File: config.mk
export PLATFORM = sky130hd
export DESIGN_NAME = irq_priority_arbiter_flat
export DESIGN_NICKNAME = d
export VERILOG_FILES = /design/src/rtl/irq_priority_arbiter_if.sv /design/src/rtl/irq_priority_arbiter.sv /design/src/flat_wrapper.sv
export SDC_FILE = /design/constraint.sdc
export NUM_CORES = 1
export LEC_CHECK = 0
export ABC_AREA = 0
export ABC_CLOCK_PERIOD_IN_PS = 2110
export CELL_PAD_IN_SITES_DETAIL_PLACEMENT = 1
export CELL_PAD_IN_SITES_GLOBAL_PLACEMENT = 1
export CORE_MARGIN = 2
export CORE_UTILIZATION = 38
export CTS_CLUSTER_SIZE = 12
export DETAILED_ROUTE_END_ITERATION = 10
export HOLD_SLACK_MARGIN = 0.12
export PLACE_DENSITY_LB_ADDON = 0.15
export SYNTH_ARGS = -nofsm -noshare
export SYNTH_HDL_FRONTEND = slang
export SYNTH_SLANG_ARGS = --single-unit
File: constraint.sdc
create_clock -name clk -period 2.11 [get_ports clk]
set_input_delay 0.422 -clock clk [delete_from_list [all_inputs] [get_ports clk]]
set_output_delay 0.422 -clock clk [all_outputs]
set_load 0.1 [all_outputs]
File: src/rtl/irq_priority_arbiter_if.sv
// Valid/ready grant channel between the interrupt arbiter and its consumer.
// The arbiter drives the index and valid flag; the consumer drives ready.
interface irq_priority_arbiter_if #(
    parameter int IDXW = 3
);
    logic            irq_valid;
    logic            irq_ready;
    logic [IDXW-1:0] irq_idx;

    modport master (
        output irq_valid,
        output irq_idx,
        input  irq_ready
    );

    modport slave (
        input  irq_valid,
        input  irq_idx,
        output irq_ready
    );
endinterface

File: src/rtl/irq_priority_arbiter.sv
// Interrupt front end: synchronises request lines, latches them as pending events and
// grants the highest-index unmasked pending line over a valid/ready channel.
module irq_priority_arbiter #(
    parameter int N_REQ     = 8,
    parameter int IDXW      = 3,
    parameter int EDGE_MODE = 1
) (
    input  logic                 clk,
    input  logic                 rst_n,
    input  logic [N_REQ-1:0]     req_in_i,
    input  logic [N_REQ-1:0]     mask_i,
    input  logic                 clr_all_i,
    irq_priority_arbiter_if.master irq_if,
    output logic [N_REQ-1:0]     pending_o,
    output logic [N_REQ-1:0]     overflow_o,
    output logic [7:0]           grant_cnt_o
);

    typedef enum logic {
        IDLE,
        PRESENT
    } state_t;

    state_t           state_q;
    logic [N_REQ-1:0] s1_q, s2_q, s3_q;
    logic [N_REQ-1:0] pending_q, pending_d;
    logic [N_REQ-1:0] overflow_q, overflow_d;
    logic [N_REQ-1:0] event_w, accept_w, eligible_w;
    logic [IDXW-1:0]  idx_q, sel_w;
    logic             valid_q;
    logic [7:0]       cnt_q;
    logic             handshake_w;

    // s3 holds the previous synchronised value so a rising edge can be detected.
    always_ff @(posedge clk or negedge rst_n) begin
        if (!rst_n) begin
            s1_q <= '0;
            s2_q <= '0;
            s3_q <= '0;
        end else begin
            s1_q <= req_in_i;
            s2_q <= s1_q;
            s3_q <= s2_q;
        end
    end

    generate
        if (EDGE_MODE != 0) begin : g_edge
            assign event_w = s2_q & ~s3_q;
        end else begin : g_level
            assign event_w = s2_q;
        end
    endgenerate

    // A handshake racing a clear is dropped entirely.
    assign handshake_w = valid_q & irq_if.irq_ready & ~clr_all_i;
    assign eligible_w  = pending_q & ~mask_i;

    generate
        for (genvar gi = 0; gi < N_REQ; gi++) begin : g_bit
            assign accept_w[gi]   = handshake_w && (idx_q == IDXW'(gi));
            // A new event on the line being served re-arms it rather than being lost.
            assign pending_d[gi]  = clr_all_i ? 1'b0
                                  : (event_w[gi] | (pending_q[gi] & ~accept_w[gi]));
            assign overflow_d[gi] = clr_all_i ? 1'b0
                                  : (overflow_q[gi] |
                                     ((EDGE_MODE != 0) && event_w[gi] &&
                                      pending_q[gi] && !accept_w[gi]));
        end
    endgenerate

    always_comb begin
        sel_w = '0;
        for (int i = 0; i < N_REQ; i++) begin
            if (eligible_w[i]) begin
                sel_w = IDXW'(i);
            end
        end
    end

    always_ff @(posedge clk or negedge rst_n) begin
        if (!rst_n) begin
            pending_q  <= '0;
            overflow_q <= '0;
        end else begin
            pending_q  <= pending_d;
            overflow_q <= overflow_d;
        end
    end

    // The presented index is frozen until accepted or cleared; no re-prioritisation.
    always_ff @(posedge clk or negedge rst_n) begin
        if (!rst_n) begin
            state_q <= IDLE;
            valid_q <= 1'b0;
            idx_q   <= '0;
            cnt_q   <= '0;
        end else begin
            case (state_q)
                IDLE: begin
                    valid_q <= 1'b0;
                    if (!clr_all_i && (eligible_w != '0)) begin
                        idx_q   <= sel_w;
                        valid_q <= 1'b1;
                        state_q <= PRESENT;
                    end
                end
                PRESENT: begin
                    if (clr_all_i) begin
                        valid_q <= 1'b0;
                        state_q <= IDLE;
                    end else if (irq_if.irq_ready) begin
                        cnt_q   <= cnt_q + 8'd1;
                        valid_q <= 1'b0;
                        state_q <= IDLE;
                    end
                end
                default: begin
                    valid_q <= 1'b0;
                    state_q <= IDLE;
                end
            endcase
        end
    end

    assign irq_if.irq_valid = valid_q;
    assign irq_if.irq_idx   = idx_q;
    assign pending_o        = pending_q;
    assign overflow_o       = overflow_q;
    assign grant_cnt_o      = cnt_q;

endmodule

File: src/flat_wrapper.sv
// flat-port wrapper written by rule: the top's interface ports become plain ports
module irq_priority_arbiter_flat 
#(
    parameter int N_REQ     = 8,
    parameter int IDXW      = 3,
    parameter int EDGE_MODE = 1
)
  (clk, rst_n, req_in_i, mask_i, clr_all_i, pending_o, overflow_o, grant_cnt_o, irq_if_irq_valid, irq_if_irq_idx, irq_if_irq_ready);
  irq_priority_arbiter_if #(.IDXW(IDXW)) irq_if_i ();
  input  logic clk;
  input  logic rst_n;
  input  logic [N_REQ-1:0] req_in_i;
  input  logic [N_REQ-1:0] mask_i;
  input  logic clr_all_i;
  output logic [N_REQ-1:0] pending_o;
  output logic [N_REQ-1:0] overflow_o;
  output logic [7:0] grant_cnt_o;
  output wire logic [$bits(irq_if_i.irq_valid)-1:0] irq_if_irq_valid;
  output wire logic [$bits(irq_if_i.irq_idx)-1:0] irq_if_irq_idx;
  input wire logic [$bits(irq_if_i.irq_ready)-1:0] irq_if_irq_ready;
  assign irq_if_irq_valid = irq_if_i.irq_valid;
  assign irq_if_irq_idx = irq_if_i.irq_idx;
  assign irq_if_i.irq_ready = irq_if_irq_ready;
  irq_priority_arbiter #(.N_REQ(N_REQ), .IDXW(IDXW), .EDGE_MODE(EDGE_MODE)) u_core (.clk(clk), .rst_n(rst_n), .req_in_i(req_in_i), .mask_i(mask_i), .clr_all_i(clr_all_i), .irq_if(irq_if_i), .pending_o(pending_o), .overflow_o(overflow_o), .grant_cnt_o(grant_cnt_o));
endmodule
==> flow_metrics.tcl <==
set metrics [dict create \
    totalWireLength_um 4050 \
    ff2ff_setup_slack_ns 0.37 \
    drt_iter0_markers 33 \
    cap_violations 0 \
    area_delta_synth_final_pct 31.3 \
    power_density_mw_per_mm2 1060 \
    cts.htree.levels 2 \
    grt_max_degree 30 \
    fin_setup_tns_ns 0 \
    antenna_found_initial 0 \
    status "finished, final reports clean" \
    mostFrequentLayoutCell "dfrtp_1" \
    nets 235 \
    critical_path_class "primary input to flop" \
    cts.repair.resized 0 \
    start_util 0.389 \
    worst_pin_slew_ns 0.616 \
    core-area_mm2 0.00504 \
    grt_overflow_total 0 \
    layout_setup_ws_ns 0.320 \
    rows 26 \
    die_w_um 75.8 \
    fin_util 0.510 \
    ys_types 25 \
    multi_input_area_um2 604 \
    fin_skew_ns 0.00371 \
    synth_ff_type "dfrtp_1" \
    grt_pass1_vias 1411 \
    gp_congestion 0.830 \
    max_slew_margin 0.590 \
    io_pins 48 \
    synth.net_count 178 \
    netlist_area_mm2 0.00196 \
    n_fill_cell 555 \
    cpMaxStageDelayCell "clkdlybuf4s50_1" \
    fin_crit_ns 1.79 \
    port_buffers 47 \
    setup.worst_path.start_class "primary input" \
    crit_buf_inv 1 \
    p_leak_nw 1.18 \
    hpwl_um 3080 \
    drt_pass1_iterations 4 \
    grt_pass1_wl_um 6300 \
    layout-drive-gt1-share 0.228 \
    finalSetupViolCount 0 \
    cp-end-kind "flop" \
    async_reset_ff_frac 1.00 \
    timing.critical_path.arrival_ns 1.98 \
    grt_setup_unrepaired "no" \
    root_buffer "clkbuf_8" \
    clkSinkCount 53 \
    r2r-start "u_core.pending_o[5]" \
    register_area_mm2 0.00133 \
    worst_path_largest_cell_delay_ns 0.45 \
    post-place-cells 277 \
    fin_cells 285 \
    postCtsSetupRepairBufs 0 \
    post_drt_wl_per_cell_um 14.2 \
    slew_viol_final 0 \
    total_power_mw 2.73 \
    crit_chain "clkdlybuf4s50_1 > nor2b_1 > nor4_1 > a311o_2 > mux2_2" \
    cp.required_ns 2.30 \
    clkTransAtPathRegs_ns 0.09 \
    r2r-end "u_core.irq_if.irq_idx[1]" \
    vdd_drop_max_mv 0.615 \
    path_delay_family "simple AND/OR/NAND/NOR gates" \
    path_max_fanout 5 \
    worstRegToRegCells 4 \
    finalHoldViolations 0 \
    finalCritPeriodShare 0.849 \
    n_antenna_cell 0 \
    timing.fmax_mhz 559 \
    mostFrequentLayoutCells "dfrtp_1, buf_4, nand2_1" \
    yosysWarnings 0 \
    dieHeight_um 75.8 \
    synth_seq_cells 53 \
    syn_inst 157 \
    synth-seq-area-share 0.676 \
    clk_latency_ns 0.30 \
    hold_path_class "primary input to asynchronous set/reset pin" \
    cts_tree "yes" \
    synth_edf_count 0 \
    vias_per_cell 4.78 \
    dieArea_mm2 0.00575 \
    routed-via-count 1363 \
    numCtsBuffers 5 \
    grt_usage 0.151 \
    syn_area_per_cell_um2 12.5 \
    ant_nets 0 \
    cts_buffer_depth 2 \
    pre_cts_slack_ns 0.0114 \
    cts_hold_buf 0 \
    drcViolationCount 0 \
]
cells in the mapped netlist, types with 3 or more instances:
cell      count  area share
a21oi_1      12       0.031
clkbuf_1      3      0.0057
dfrtp_1      53        0.68
inv_1         3      0.0057
mux2_2        3       0.017
nand2_1      19       0.036
nand2b_1     18       0.057
nand3_1       3      0.0077
nand4_1       3      0.0096
nor2_1        4      0.0077
nor2b_1       8       0.026
o31ai_1      10       0.038
xnor2_1       6       0.027
final cells by class:
type / count / area share
well taps: 70 / 0.0340
clock inverters: 2 / 0.00535
flip-flops and latches: 53 / 0.515
inverters: 3 / 0.00438
multi-input cells: 97 / 0.235
clock buffers: 6 / 0.0321
repair buffers: 54 / 0.174
layer usage:
metal  global-route usage  share of wire  vias to the layer above
met5                    0              0                        -
met4               0.0526          0.010                        0
met3               0.0489          0.052                        4
met2                0.263           0.53                       32
met1                0.173           0.41                      687
li1                     -              -                      640
per-stage QoR:
| stage | instance area, µm² | hold slack (ns) |
|---|---|---|
| 6_report | 2570 | 0.123 |
| 5_1_grt | 2570 | 0.154 |
| 4_1_cts | 2570 | 0.141 |
| 3_5_place_dp | 2480 | 0.336 |
| 3_3_place_gp | 2480 | 0.333 |
| 2_1_floorplan | 1960 | 0.126 |
power breakdown:
group	internal, mW	switching [mW]
Combinational	0.218	0.697
Clock	0.266	0.320
Sequential	1.12	0.112
logic make-up (layout without fill, tap and decap cells):
logic type / count (synthesis) / count (layout) / share of synthesized area
adders and majority gates: 1 / 1 / 0.00638
and+or+nand+nor: 62 / 62 / 0.175
DFF: 53 / 53 / 0.676
xor gates and xnor gates: 7 / 7 / 0.0313
muxes: 3 / 3 / 0.0172
AOI/OAI and AO/OA: 24 / 24 / 0.0785
buffers and inverters: 7 / 65 / 0.0153
registers in the layout, indices dropped and copies added (netlist names):
signal and cells:
u_core.grant_cnt_o 8, u_core.overflow_o 8, u_core.pending_o 8, u_core.s1_q 8, u_core.s2_q 8, u_core.s3_q 8
u_core.irq_if.irq_idx 3, u_core.irq_if.irq_valid 1, u_core.state_q 1
how the worst max path moves through the flow:
stage / start / endpoint / cells after the start / slack, ns
floorplan: u_core.pending_o[5] / u_core.irq_if.irq_idx[0] / 4 / 0.04
global placement: mask_i[5] / u_core.irq_if.irq_idx[0] / 5 / 0.06
detailed placement: mask_i[4] / u_core.irq_if.irq_idx[1] / 5 / 0.01
CTS: mask_i[4] / u_core.irq_if.irq_idx[1] / 5 / 0.34
global route: mask_i[5] / u_core.irq_if.irq_idx[1] / 5 / 0.25
finish: mask_i[4] / u_core.irq_if.irq_idx[1] / 5 / 0.32
Note: power is estimated with default switching activity, not from simulation.
